### config.mk
export PLATFORM = sky130hd
export DESIGN_NAME = unidad_control
export DESIGN_NICKNAME = d
export VERILOG_FILES = /design/src/rtl/unidad_control.sv
export SDC_FILE = /design/constraint.sdc
export NUM_CORES = 1
export LEC_CHECK = 0
export ABC_AREA = 1
export BUFFER_PORTS_ARGS = -buffer_cell sky130_fd_sc_hd__clkbuf_2
export CAP_MARGIN = 10
export CORE_AREA = 2 2 62 64
export CTS_CLUSTER_DIAMETER = 150
export DETAILED_ROUTE_END_ITERATION = 8
export DIE_AREA = 0 0 64 66
export GPL_TIMING_DRIVEN = 0
export PLACE_DENSITY = 0.76
export SYNTH_ARGS = -nofsm -noshare
export SYNTH_HDL_FRONTEND = slang
export SYNTH_SLANG_ARGS = --single-unit
### constraint.sdc
create_clock -name clk -period 1.7 [get_ports clk]
set_input_delay 0.34 -clock clk [delete_from_list [all_inputs] [get_ports clk]]
set_output_delay 0.34 -clock clk [all_outputs]
set_load 0.01 [all_outputs]
### src/rtl/unidad_control.sv
// unidad_control: hardwired fetch/decode sequencer driving the unidad_procesadora control word
module unidad_control #(
    parameter int             PC_W     = 8,
    parameter logic [PC_W-1:0] RESET_PC = '0
) (
    input  logic            clk,
    input  logic            reset,
    input  logic            start,
    output logic            mem_req,
    output logic [PC_W-1:0] mem_addr,
    input  logic            mem_ack,
    input  logic [15:0]     mem_data,
    input  logic [3:0]      flags,
    output logic [15:0]     control,
    output logic [3:0]      const_out,
    output logic            in_strobe,
    output logic            out_strobe,
    output logic            halted
);
    typedef enum logic [2:0] {IDLE, FETCH, EXEC, JFETCH, HALT} state_t;
    state_t          state_q, state_d;
    logic [PC_W-1:0] pc_q, pc_d;
    logic [9:0]      ir_q, ir_d;
    logic [3:0]      flag_q, flag_d, const_q, const_d;
    logic            in_q, in_d, out_q, out_d;
    logic [3:0]      op, fop, alu;
    logic [1:0]      rd, ra, rb, sh;
    logic            we, mb, mf, md, taken;
    assign op       = ir_q[9:6];
    assign rd       = ir_q[5:4];
    assign ra       = ir_q[3:2];
    assign rb       = ir_q[1:0];
    assign fop      = mem_data[15:12];
    assign taken    = (op == 4'hD) || flag_q[0];
    assign mem_req  = (state_q == FETCH) || (state_q == JFETCH);
    assign mem_addr = pc_q;
    assign halted   = state_q == HALT;
    assign const_out  = const_q;
    assign in_strobe  = in_q;
    assign out_strobe = out_q;
    // State, PC, latched instruction, flags and registered EXEC-side outputs
    always_ff @(posedge clk or posedge reset) begin
        if (reset) begin
            state_q <= IDLE;
            pc_q    <= RESET_PC;
            ir_q    <= '0;
            flag_q  <= '0;
            const_q <= '0;
            in_q    <= 1'b0;
            out_q   <= 1'b0;
        end else begin
            state_q <= state_d;
            pc_q    <= pc_d;
            ir_q    <= ir_d;
            flag_q  <= flag_d;
            const_q <= const_d;
            in_q    <= in_d;
            out_q   <= out_d;
        end
    end
    // Sequencing: fetch handshake, two-word jumps, flag capture and halt
    always_comb begin
        state_d = state_q;
        pc_d    = pc_q;
        ir_d    = ir_q;
        flag_d  = flag_q;
        const_d = '0;
        in_d    = 1'b0;
        out_d   = 1'b0;
        case (state_q)
            IDLE, HALT: state_d = start ? FETCH : state_q;
            FETCH: if (mem_ack) begin
                ir_d    = mem_data[15:6];
                pc_d    = pc_q + PC_W'(1);
                state_d = (fop == 4'hD || fop == 4'hE) ? JFETCH : EXEC;
                const_d = (fop == 4'h1) ? mem_data[3:0] : 4'h0;
                in_d    = fop == 4'hC;
                out_d   = fop == 4'hB;
            end
            JFETCH: if (mem_ack) begin
                pc_d    = taken ? mem_data[PC_W-1:0] : pc_q + PC_W'(1);
                state_d = FETCH;
            end
            EXEC: begin
                state_d = (op == 4'hF) ? HALT : FETCH;
                flag_d  = (op >= 4'h2 && op <= 4'h9) ? flags : flag_q;
            end
            default: state_d = IDLE;
        endcase
    end
    // Opcode decode into the datapath control word, live only in EXEC
    always_comb begin
        we  = 1'b1;
        mb  = 1'b0;
        mf  = 1'b0;
        md  = 1'b0;
        alu = 4'b0000;
        sh  = 2'b00;
        case (op)
            4'h1: mb = 1'b1;
            4'h2: alu = 4'b0010;
            4'h3: alu = 4'b0101;
            4'h4: alu = 4'b1000;
            4'h5: alu = 4'b1010;
            4'h6: alu = 4'b1100;
            4'h7: alu = 4'b1110;
            4'h8: begin mf = 1'b1; sh = 2'b10; end
            4'h9: begin mf = 1'b1; sh = 2'b01; end
            4'hA: alu = 4'b0001;
            4'hC: md = 1'b1;
            default: we = 1'b0;
        endcase
        control = (state_q == EXEC && op != 4'h0 && op != 4'hF) ?
                  {ra, (op == 4'hB) ? rd : rb, rd, we, mb, alu, sh, mf, md} : 16'h0000;
    end
endmodule

# [Word level (Yosys, flattened, before mapping)]
# Index checks and enable logic that the tools add are counted.
[classes] n_addsub=1 magnitude_cmp=2 eq_ne=27 n_mux=25 n_reduce_logical=16
[op_table] op="$eq A4 B4 Y1 const B" n=11
[op_table] op="$pmux W4 S7" n=1
[op_table] op="$mux W8" n=3
[op_table] op="$eq A4 B3 Y1 const B" n=4
[op_table] op="$mux W16" n=1
[op_table] op="$pmux W8 S2" n=1
[op_table] op="$mux W3" n=4
[op_table] op="$mux W4" n=3
[op_table] op="$pmux W3 S4" n=1
[op_table] op="$reduce_or A11 Y1" n=1
[op_table] op="$mux W1" n=9
[op_table] op="$add A8 B1 Y8 const B" n=1
[op_table] op="$eq A4 B1 Y1 const B" n=2
[op_table] op="$eq A4 B2 Y1 const B" n=2
[op_table] op="$eq A3 B2 Y1 const B" n=2
[op_table] op="$ne A2 B2 Y1 const B" n=3
[op_table] op="$reduce_and A3 Y1" n=2
[op_table] op="$ge A4 B2 Y1 const B" n=1
[op_table] op="$le A4 B4 Y1 const B" n=1
[op_table] op="$ne A4 B4 Y1 const B" n=1
[op_table] op="$pmux W2 S2" n=1
[op_table] op="$reduce_and A2 Y1" n=2
[op_table] op="$reduce_bool A4 Y1" n=1
[op_table] op="$reduce_or A2 Y1" n=2
[op_table] op="other kinds (7)" n=11
[totals] reg_bits=28 inputBits=24 out_inout_bits=32 wordCells=78

# [Depth between registers and ports, before layout]
[logic_depth] ltp_word=5 mapped_depth=9 depth_no_buf=9

# [Worst setup path after synthesis]
# Ideal clock, no wire load.
[synth_timing] kind="flip-flop to output port" startpoint="register state_q[2]" endpoint="output control[10]" arrival_ps=1227 required_ps=1360 path_slack_ps=133 path_stages_with_launch=7 path_buffers=1 path_cell_list="dfrtp_1 inv_2 nand3_4 a21oi_2 o21ai_2 buf_6 nor2_1"
[synth_via] elab_chain_cells=4
[synth_rtl] element="from (decl)" line_no="21" text="state_t state_q, state_d;"
[synth_rtl] element="from (signal assigned)" line_no="52" text="state_q <= state_d;"
[synth_rtl] element="$eq A3 B2 Y1" line_no="113" text="control = (state_q == EXEC && op != 4'h0 && op != 4'hF) ?"
[synth_rtl] element="$logic_and A1 B1 Y1 (2 in series)" line_no="113"
[synth_rtl] element="$mux W16" line_no="113"
[synth_rtl] element="to (decl)" line_no="14" text="output logic [15:0] control,"
# Every way passes these cells.

# [Worst setup path after layout]
[layout_timing] startpoint="register ir_q[9]" endpoint="output control[13]"
[layout_via] elab_chain_cells=4 elab_cells_between_ends=7 classes_between="eq/ne (2); mux (2); reduce/logical (3)"
[layout_rtl] element="from (decl)" line_no="23" text="logic [9:0] ir_q, ir_d;"
[layout_rtl] element="from (signal assigned)" line_no="54" text="ir_q <= ir_d;"
[layout_rtl] element="$reduce_bool A4 Y1" line_no="113"
[layout_rtl] element="$logic_and A1 B1 Y1 (2 in series)" line_no="113"
[layout_rtl] element="$mux W16 (*)" line_no="113"
# Every way passes the cells marked *; elsewhere a longest branch is shown, timed or not.

==> results.md <==
- GP Congestion: 0.912
- WL met2: 2360 µm
- Row Count: 22
- Seq pwr share: about a third
- Placed cell areas: about 0.002 mm²
- Vias in the first global route: about 1,600
- TritonCTS clock tree: done
- IO Port Bufs: between 50 and 60
- Maximum VDD drop: 0.819 mV
- Final core occ: 65.6%
- Fin area: 0.00233 mm²
- Synth async-reset ratio: 100%
- Top Metal Used: met4
- Final ANT Viol Nets: 0
- Average routed wire per standard cell: ~13 µm
- Failing checks: setup timing
- # DRC: 0
- Starting Density: 47.6%
- Actual slew at the worst max-slew pin: 1060 ps
- Initial antenna violation count: 0
- WP data required: 1360 ps
- RSZ-0062 raised after global routing: yes
- CP delay by family, top: flip-flops
- Setup CP Type: register to output port
- Slowest Stage Delay on Critical Path: around 440 ps
- Register area share after synthesis: between 40% and 50%
- Max-slew violations: 0
- Clk buf depth: 2
- Crit-path cells: buf_4 -> inv_2 -> nor2_4 -> nand3_1 -> a21oi_2 -> buf_2
- CTS root buf: clkbuf_4
- FMAX: about 500 MHz
- WP data arrival: between 1500 and 2000 ps
- Most common flop cell mapped by yosys: dfrtp_1
- Comb pwr share: 60.7%
- P per Cell Area: roughly 1600 mW/mm²
- Final WL: between 4000 and 5000 µm
- Netlist Area Pre-Place: 0.00169 mm²
- Syn Inst Count: between 200 and 250
- Clock skew: 13.7 ps
- Final min period: 1990 ps
- Die Ht: ~66 µm
- First-pass GRT wire length: 7240 µm
- CTS Sinks: 28
- Antenna cell count: 0
- RR Endpoint: mem_addr[7]
- Total Power: 3.64 mW
- Final critical-path setup slack: -292 ps
- Fill cells: 285
- EDFF count, synth: 0
- Die width: 64 µm
- Final count of negative-setup-slack endpoints: 16
- Area of the core: between 0.003 and 0.004 mm²
- Met3 wire length: 284 µm
- DRT Pass-1 Iters: 5
- Max-cap violation count: 0
- Vias: 1,859
- Rel. slew slack: 29.1%
- YS warnings: 0
- WP buf/inv: 3
- Area delta synth->final: 37.9%
- H-tree depth: 1
- Clock latency on the worst-skew pair: 330 ps
- Hold depth: 3
- Switching Share: 48.0%
- Share of cells above drive strength 1: roughly two fifths
- Crit path depth: 6
- Final net count: 336
- Worst-path fanout max: 6
- Switch Pwr: 1.75 mW
- Pre-CTS setup slack: -66.5 ps
- GRT Resource Usage Total: a little over a fifth
- Worst R2R Path Depth: 10
- # IOs: 56
- Largest net degree at the start of global routing: 29
- Hold EP: ir_q[5]
- #FFs+latches synth: 28
- Post-DP HPWL: roughly 2800 µm
- Syn avg cell area: approximately 7.3 µm²
- CP Capture Type: output port
- Syn nets: around 260
- Crit. Startpoint: ir_q[9]
- Routed length on met1: between 1500 and 2000 µm
- Total congestion overflow: 0
- Worst hold path type: input port to register
- Outcome: finished with violations
- Critical hold path startpoint: mem_data[11]
- Drt first-iter violations: 126
- Number of CTS-inserted buffers: 3
- Library cells used by synthesis: 28
- Internal cell power: roughly 1.9 mW
- Crit path launch type: register
- Worst-path clk slew: 140 ps
- Via-per-instance ratio: approximately 5.2
- Final period util: 117%
- Reg2reg start: ir_q[7]
- Clock Power Share: 7.7%
- Slowest CP cell: dfrtp_2
- P_leak: 1.28 nW
- Die area: 0.00422 mm²
- Flop2flop setup slack: 170 ps
- Setup TNS: -3600 ps
- Final hold viol count: 0
-- placed cells by master (no fill, tap or decap), types with 3 or more instances in the layout --
| master | Yosys | final |
|---|---|---|
| a21oi_1 | 5 | 4 |
| a21oi_2 | 4 | 4 |
| buf_2 | 2 | 9 |
| buf_4 | 0 | 23 |
| buf_6 | 2 | 4 |
| clkbuf_2 | 0 | 44 |
| clkbuf_4 | 0 | 3 |
| dfrtp_1 | 28 | 23 |
| dfrtp_2 | 0 | 5 |
| inv_1 | 37 | 32 |
| inv_2 | 3 | 5 |
| nand2_1 | 60 | 57 |
| nand2_2 | 2 | 3 |
| nand2_4 | 2 | 4 |
| nand3_1 | 24 | 24 |
| nor2_1 | 18 | 14 |
| nor2_4 | 1 | 5 |
| nor3_1 | 7 | 5 |
| o21ai_0 | 18 | 17 |
| o21ai_1 | 2 | 3 |
-- worst max-delay path by stage --
stage                             end  slack, ps
after floorplan           control[10]        130
after global placement    control[12]        -60
after detailed placement  control[13]        -70
after CTS                 control[13]       -210
after global routing      control[13]       -390
final                     control[13]       -290
-- cell families (layout without fill, tap and decap cells) --
| logic type | Yosys count | count (layout) | share of synthesized area (%) |
|---|---|---|---|
| buf+inv | 45 | 124 | 11.0 |
| xor+xnor | 1 | 1 | 0.518 |
| compound gates | 31 | 31 | 10.5 |
| flops | 28 | 28 | 41.5 |
| fa+ha+maj | 1 | 1 | 0.740 |
| simple gates | 124 | 124 | 35.8 |
-- state kept, by name, indices dropped and copies added, names as in the netlist --
register,cells
ir_q,10
mem_addr,8
const_out,4
state_q,3
flag_q,1
in_strobe,1
out_strobe,1
-- worst reg2reg max path, stage by stage (launching register included) --
cell and delay [ps]:
dfrtp_2 460, buf_4 160, buf_6 140, nor2_4 90, nand2_1 80, nand2_2 180, nand3_1 120, nand2_1 80
inv_1 50, nand2_1 50, nand2_1 40
-- cell usage after synthesis (3+ instances only) --
| cell type | count | area, µm² |
|---|---|---|
| nor3_1 | 7 | 35.0 |
| inv_1 | 37 | 139 |
| nand3_1 | 24 | 120 |
| o21ai_0 | 18 | 90.1 |
| nand2_1 | 60 | 225 |
| nor2_1 | 18 | 67.6 |
| inv_2 | 3 | 11.3 |
| dfrtp_1 | 28 | 701 |
| a21oi_2 | 4 | 35.0 |
| a21oi_1 | 5 | 25.0 |
-- power groups by stage --
| stage | clock (mW) | combinational (mW) | sequential [mW] |
|---|---|---|---|
| floorplan | 0 | 1.09 | 1.14 |
| global placement | 0 | 1.49 | 1.15 |
| detailed placement | 0 | 1.51 | 1.15 |
| CTS | 0.272 | 1.90 | 1.12 |
| global route | 0.308 | 2.45 | 1.18 |
| finish | 0.281 | 2.21 | 1.15 |
-- final cells by class --
class	instances	area [µm²]	area share, %
Buffer	3	27.5	1.18
Clock buffer	3	22.5	0.966
Inverter	41	164	7.03
Multi-Input combinational cell	157	895	38.4
Sequential cell	28	707	30.3
Tap cell	48	60.1	2.58
Timing Repair Buffer	77	455	19.5
-- what timing repair did --
action	CTS	global route
buffers inserted	17	8
gates resized for setup	20	26
setup endpoints to repair	16	16
hold buffers	0	0
pin swaps	4	7
cloned	1	0
-- per-layer routing --
metal | global-route usage [%] | up-vias
met1 | 30.1 | 853
met2 | 33.9 | 86
met5 | 0 | -
met3 | 2.73 | 19
met4 | 9.24 | 0
li1 | - | 901
-- stage by stage --
stage          std cells  hold slack [ps]
6_report             357              211
5_1_grt              357              210
4_1_cts              350              217
3_5_place_dp         330              494
3_3_place_gp         330              481
2_1_floorplan        230              404
Note: power is estimated with default switching activity, not from simulation.
